File: src/rtl/atomrvcore_wb_arbiter_pkg.sv
// Shared types and default sizes for the writeback arbiter slice of the core.
package atomrvcore_wb_arbiter_pkg;

    localparam int unsigned DATAWIDTH        = 32;
    localparam int unsigned REG_ADRESS_WIDTH = 5;
    localparam int unsigned REGISTERS        = 2 ** REG_ADRESS_WIDTH;
    localparam int unsigned NREQ             = 3;

    // Writeback requester slots, in arbitration index order.
    typedef enum logic [1:0] {
        REQ_ALU   = 2'd0,
        REQ_LOAD  = 2'd1,
        REQ_UPPER = 2'd2
    } req_idx_e;

endpackage

File: src/rtl/atomrvcore_wb_arbiter_rr.sv
// Round-robin grant logic: owns the search pointer and issues a one-hot grant.
module atomrvcore_wb_arbiter_rr
    import atomrvcore_wb_arbiter_pkg::*;
#(
    parameter int unsigned NREQ = atomrvcore_wb_arbiter_pkg::NREQ
) (
    input  logic            clk_i,
    input  logic            rst_i,
    input  logic [NREQ-1:0] valid_i,
    output logic [NREQ-1:0] grant_o
);

    localparam int unsigned PtrW = (NREQ > 1) ? $clog2(NREQ) : 1;

    logic [PtrW-1:0] ptr_q, ptr_d;
    logic [PtrW-1:0] gnt_idx;
    logic            gnt_any;

    // Search upward from ptr_q (wrapping at NREQ); the first valid requester wins.
    always_comb begin
        int unsigned idx;
        grant_o = '0;
        gnt_idx = '0;
        gnt_any = 1'b0;
        idx     = 0;
        if (!rst_i) begin
            for (int unsigned i = 0; i < NREQ; i++) begin
                idx = 32'(ptr_q) + i;
                if (idx >= NREQ) begin
                    idx = idx - NREQ;
                end
                if (!gnt_any && valid_i[idx[PtrW-1:0]]) begin
                    gnt_any                  = 1'b1;
                    gnt_idx                  = idx[PtrW-1:0];
                    grant_o[idx[PtrW-1:0]]   = 1'b1;
                end
            end
        end
    end

    // Pointer moves just past the granted requester; holds when nothing is granted.
    always_comb begin
        ptr_d = ptr_q;
        if (gnt_any) begin
            ptr_d = (gnt_idx == PtrW'(NREQ - 1)) ? '0 : gnt_idx + 1'b1;
        end
    end

    // Pointer register with synchronous reset.
    always_ff @(posedge clk_i) begin
        if (rst_i) begin
            ptr_q <= '0;
        end else begin
            ptr_q <= ptr_d;
        end
    end

endmodule

File: src/rtl/atomrvcore_wb_arbiter.sv
// Writeback arbiter: picks one requester per cycle, registers its write for the
// register file, and tracks destination registers with writes still pending.
module atomrvcore_wb_arbiter #(
    parameter int unsigned DATAWIDTH        = atomrvcore_wb_arbiter_pkg::DATAWIDTH,
    parameter int unsigned REG_ADRESS_WIDTH = atomrvcore_wb_arbiter_pkg::REG_ADRESS_WIDTH,
    parameter int unsigned NREQ             = atomrvcore_wb_arbiter_pkg::NREQ
) (
    input  logic                                  clk_i,
    input  logic                                  regrst_i,
    input  logic [NREQ-1:0]                       req_valid_i,
    input  logic [NREQ-1:0][REG_ADRESS_WIDTH-1:0] req_rd_i,
    input  logic [NREQ-1:0][DATAWIDTH-1:0]        req_data_i,
    output logic [NREQ-1:0]                       req_ready_o,
    output logic [REG_ADRESS_WIDTH-1:0]           RD_o,
    output logic [DATAWIDTH-1:0]                  WR_o,
    output logic                                  RWR_EN_o,
    input  logic                                  issue_en_i,
    input  logic [REG_ADRESS_WIDTH-1:0]           issue_rd_i,
    input  logic [REG_ADRESS_WIDTH-1:0]           RS1_i,
    input  logic [REG_ADRESS_WIDTH-1:0]           RS2_i,
    output logic                                  rs1_busy_o,
    output logic                                  rs2_busy_o
);

    import atomrvcore_wb_arbiter_pkg::*;

    localparam int unsigned Regs = 2 ** REG_ADRESS_WIDTH;

    logic [NREQ-1:0]             grant;
    logic                        accept;
    logic [REG_ADRESS_WIDTH-1:0] sel_rd;
    logic [DATAWIDTH-1:0]        sel_data;

    logic [REG_ADRESS_WIDTH-1:0] rd_q;
    logic [DATAWIDTH-1:0]        wr_q;
    logic                        wen_q;
    logic [Regs-1:0]             busy_q, busy_d;

    atomrvcore_wb_arbiter_rr #(
        .NREQ (NREQ)
    ) u_rr (
        .clk_i   (clk_i),
        .rst_i   (regrst_i),
        .valid_i (req_valid_i),
        .grant_o (grant)
    );

    assign req_ready_o = grant;
    assign accept      = |grant;

    // Grant is one-hot, so an OR across the granted lanes selects the winner.
    always_comb begin
        sel_rd   = '0;
        sel_data = '0;
        for (int unsigned i = 0; i < NREQ; i++) begin
            if (grant[i]) begin
                sel_rd   = sel_rd | req_rd_i[i];
                sel_data = sel_data | req_data_i[i];
            end
        end
    end

    // Write port register: one-cycle latency; x0 writes are accepted but dropped.
    always_ff @(posedge clk_i) begin
        if (regrst_i) begin
            rd_q  <= '0;
            wr_q  <= '0;
            wen_q <= 1'b0;
        end else if (accept && (sel_rd != '0)) begin
            rd_q  <= sel_rd;
            wr_q  <= sel_data;
            wen_q <= 1'b1;
        end else begin
            wen_q <= 1'b0;
        end
    end

    // Reset masks the write port immediately so a write registered just before
    // reset never reaches the register file.
    always_comb begin
        RWR_EN_o = wen_q & ~regrst_i;
        RD_o     = regrst_i ? '0 : rd_q;
        WR_o     = regrst_i ? '0 : wr_q;
    end

    // Pending-write scoreboard: clear on retire, then set on issue so a newer
    // producer of the same register keeps it busy.
    always_comb begin
        busy_d = busy_q;
        if (RWR_EN_o) begin
            busy_d[RD_o] = 1'b0;
        end
        if (issue_en_i && (issue_rd_i != '0)) begin
            busy_d[issue_rd_i] = 1'b1;
        end
        busy_d[0] = 1'b0;
    end

    // Scoreboard register with synchronous reset.
    always_ff @(posedge clk_i) begin
        if (regrst_i) begin
            busy_q <= '0;
        end else begin
            busy_q <= busy_d;
        end
    end

    // Source lookups read the registered scoreboard only; no bypass of the
    // write currently on the port.
    always_comb begin
        rs1_busy_o = busy_q[RS1_i] & ~regrst_i;
        rs2_busy_o = busy_q[RS2_i] & ~regrst_i;
    end

endmodule

File: config.mk
export PLATFORM = sky130hd
export DESIGN_NAME = atomrvcore_wb_arbiter
export DESIGN_NICKNAME = d
export VERILOG_FILES = /design/src/rtl/atomrvcore_wb_arbiter_pkg.sv /design/src/rtl/atomrvcore_wb_arbiter_rr.sv /design/src/rtl/atomrvcore_wb_arbiter.sv
export SDC_FILE = /design/constraint.sdc
export NUM_CORES = 1
export LEC_CHECK = 0
export CORE_MARGIN = 2
export CORE_UTILIZATION = 40
export CTS_CLUSTER_SIZE = 40
export DETAILED_ROUTE_END_ITERATION = 7
export HOLD_SLACK_MARGIN = 0.05
export PLACE_DENSITY = 0.78
export REMOVE_ABC_BUFFERS = 1
export SYNTH_ARGS = -nofsm -noshare
export SYNTH_HDL_FRONTEND = slang
export SYNTH_SLANG_ARGS = --single-unit
File: constraint.sdc
create_clock -name clk_i -period 2.5 [get_ports clk_i]
set_input_delay 0.5 -clock clk_i [delete_from_list [all_inputs] [get_ports clk_i]]
set_output_delay 0.5 -clock clk_i [all_outputs]
set_load 0.02 [all_outputs]
==> flow_metrics.env <==
export IMPL_floorplan_die_height_um=108
export IMPL_synth_distinct_cells=40
export IMPL_synth_flop_type="sky130_fd_sc_hd__dfxtp_1"
export IMPL_worst_setup_path_startpoint="u_rr.ptr_q[0]$_SDFFE_PP0P_"
export IMPL_multiInputGateArea_mm2=0.00294
export IMPL_clockBufferDepth=2
export IMPL_ys_seq_elements=71
export IMPL_grt_overflow_total=0
export IMPL_grtUsageTotal_pct=28.5
export IMPL_yosys_top_cells_area="sky130_fd_sc_hd__dfxtp_1 (33%), sky130_fd_sc_hd__mux4_2 (9.4%), sky130_fd_sc_hd__nand2_1 (9.2%)"
export IMPL_hold_path_startpoint="busy_q[1]$_SDFF_PP0_"
export IMPL_h_tree_depth=3
export IMPL_antenna_cells=0
export IMPL_dr_pass1_iters=5
export IMPL_routabilityCongestion=0.931
export IMPL_post_synth_top_count_cell="sky130_fd_sc_hd__nand2_1"
export IMPL_synth_top_cell_area_share_pct=33.0
export IMPL_clock_fmax_mhz=329
export IMPL_synth_edf_count=0
export IMPL_sequential_to_total_area_share_from_yosys_stat_pct=33.0
export IMPL_worst_setup_path_end_kind="flip-flop"
export IMPL_yosys_top_cells_count="sky130_fd_sc_hd__nand2_1 (106), sky130_fd_sc_hd__dfxtp_1 (71), sky130_fd_sc_hd__o21ai_0 (42)"
export IMPL_post_cts_hold_buffer_count=0
export IMPL_fillers=728
export IMPL_final_nets=861
export IMPL_clk_pin_slew_worst_paths_ps=80
export IMPL_post_route_cells_drive_above_1_share_pct=25.0
export IMPL_routed_via_density=5.70
export IMPL_failed_checks="setup timing"
export IMPL_timing_final_ws_setup_ps=-539
export IMPL_setup_tns_final_ps=-18600
export IMPL_dr_first_iter_drc_count=309
export IMPL_boundaryPins=175
export IMPL_wire_per_inst_um=19.4
export IMPL_drv_max_cap_violation_count=0
export IMPL_leakage_nw=3.00
export IMPL_remaining_drc_errors=0
export IMPL_path_max_fanout=6
export IMPL_synth_top_area_cell="sky130_fd_sc_hd__dfxtp_1"
export IMPL_power_density_cell_area_mw_per_mm2=840
export IMPL_dp_final_hpwl_um=11100
export IMPL_initial_utilization_pct=41.5
export IMPL_crit_arrival_ps=3280
export IMPL_timing_rr_start="u_rr.ptr_q[0]$_SDFFE_PP0P_"
export IMPL_timing_clock_skew_ps=9.34
export IMPL_clock_sink_count=71
export IMPL_grt_setup_unrepaired="true"
export IMPL_finalWirelength_um=16700
export IMPL_finalCritPeriodShare_pct=122
export IMPL_die_area_mm2=0.0116
export IMPL_timing_worst_slew_pin_value_ps=467
export IMPL_finalHoldViolations=0
export IMPL_insertion_delay_ps=360
export IMPL_via_count_of_the_first_global_routing_pass=5097
export IMPL_via_count=4932
export IMPL_floorplan_die_width_um=108
export IMPL_flow_area_growth_from_synthesis_pct=71.2
export IMPL_grt_pass1_wl_um=25800
export IMPL_ctsRootBufferMaster="sky130_fd_sc_hd__clkbuf_8"
export IMPL_slew_viol_final=0
export IMPL_hold_class="reg2reg"
export IMPL_core_box_area_mm2=0.0104
export IMPL_netlist_instances=499
export IMPL_cts_tree="yes"
export IMPL_synth_warning_count=0
export IMPL_timing_slew_headroom_pct=68.8
export IMPL_async_flop_share_pct=0
export IMPL_synth_cell_area_mm2=0.00431
export IMPL_antenna_violations_before_repair=0
export IMPL_critical_path_class="reg2reg"
export IMPL_cts_buffers=9
export IMPL_place_port_buffers=174
export IMPL_dpl_cell_area_mm2=0.00648
export IMPL_regArea_mm2=0.00143
export IMPL_max_ir_drop_vdd_mv=0.479
export IMPL_post_route_cell_area_mm2=0.00737
export IMPL_route_antenna_remaining_nets=0
export IMPL_outcome="finished with violations"
export IMPL_grt_max_degree=42
export IMPL_std_cell_rows=37
export IMPL_period_needed_ps=3040
export IMPL_postSynthAreaPerCell_um2=8.63
export IMPL_worstSetupStartpointType="flip-flop"
export IMPL_setup_viol_count_final=42
export IMPL_timing_critical_path_required_ps=2740
[critical path: stages, from the launching register on]
cell                       delay, ps
sky130_fd_sc_hd__dfxtp_2         340
sky130_fd_sc_hd__inv_2            50
sky130_fd_sc_hd__ha_4            260
sky130_fd_sc_hd__buf_6           130
sky130_fd_sc_hd__nor2b_4         130
sky130_fd_sc_hd__nor4_4          360
sky130_fd_sc_hd__buf_4           180
sky130_fd_sc_hd__o21ai_4          50
sky130_fd_sc_hd__a31oi_4         300
sky130_fd_sc_hd__a222oi_1        110
sky130_fd_sc_hd__buf_4           160
sky130_fd_sc_hd__and3_4          150
sky130_fd_sc_hd__nand3_4          90
sky130_fd_sc_hd__buf_12          160
sky130_fd_sc_hd__buf_12          140
sky130_fd_sc_hd__mux2_4          300
[timing repair]
action / CTS / global route
pin swaps: 14 / 12
cloned: 6 / 1
setup endpoints to repair: 43 / 43
resized for setup: 84 / 24
setup buffers: 16 / 10
endpoints found under the hold margin: 0 / 0
[per-stage QoR]
stage	total power, W	util, %	worst slack, ps	cells	hold WS [ps]
global placement	0.00405	62.5	-1060	819	475
finish	0.00619	71.1	-539	865	499
global route	0.00643	71.1	-583	865	520
detailed placement	0.00411	62.5	-1170	819	491
CTS	0.00597	69.9	-407	856	501
floorplan	0.00297	-	-3110	465	454
[logic make-up (layout without fill, tap and decap cells)]
logic type / after synthesis / in the layout / synth area share (%)
flip-flops: 71 / 71 / 33.0
AND/OR/NAND/NOR: 200 / 200 / 22.6
multiplexers: 57 / 57 / 21.2
buffers and inverters: 42 / 272 / 4.68
adder cells (fa/ha/maj): 4 / 4 / 1.16
AO/OA/AOI/OAI: 125 / 125 / 17.3
[path summary, 6_finish.rpt]
check | end | slack [ps] | cells past startpoint
hold reg to reg | busy_q[1]$_SDFF_PP0_ | 500 | 2
setup reg to reg | wr_q[28]$_SDFFE_PP0P_ | -540 | 15
setup / recovery | wr_q[28]$_SDFFE_PP0P_ | -540 | 15
hold / removal | busy_q[1]$_SDFF_PP0_ | 500 | 2
[area by class of cell]
cell class              instances  area share, %
repair buffers                249           35.0
clock inverters                 5           1.12
flip-flops and latches         71           19.4
clock buffers                  10           1.87
well taps                     136           2.31
inverters                       8          0.407
multi-input cells             386           39.9
[cell usage in the layout (no fill, tap or decap), drive strengths merged, types with 5 or more instances in the layout]
| cell type | count |
|---|---|
| mux4 | 18 |
| a22oi | 32 |
| nor2 | 16 |
| clkbuf | 12 |
| nand2b | 6 |
| nor3b | 5 |
| nand3 | 7 |
| a21oi | 34 |
| nor2b | 38 |
| nand2 | 106 |
| mux2 | 35 |
| clkdlybuf4s50 | 161 |
| buf | 81 |
| a31oi | 5 |
| a222oi | 5 |
| dfxtp | 71 |
| inv | 8 |
| o21ai | 45 |
[state kept, by name (all words and copies together), names as in the netlist]
signal and cells:
wr_q 32, busy_q 31, rd_q 5, u_rr.ptr_q 2
wen_q 1
[where the power goes]
| part | total [W] | leakage (nW) | switching [W] | internal, W |
|---|---|---|---|---|
| registers | 0.00153 | 0.582 | 0.000107 | 0.00142 |
| logic | 0.00360 | 2.30 | 0.00157 | 0.00203 |
| clock network | 0.00106 | 0.112 | 0.000474 | 0.000586 |
[metal layers]
layer  wire (µm)  global-route usage [%]  vias up  share of wire, %
met3        1290                    7.45       62               7.7
li1            -                       -     2238                 -
met1        6090                    30.3     2376                36
met5           0                       0        -                 0
met4         701                    13.9        0               4.2
met2        8650                    51.9      256                52
(Power assumes the default switching activity.)
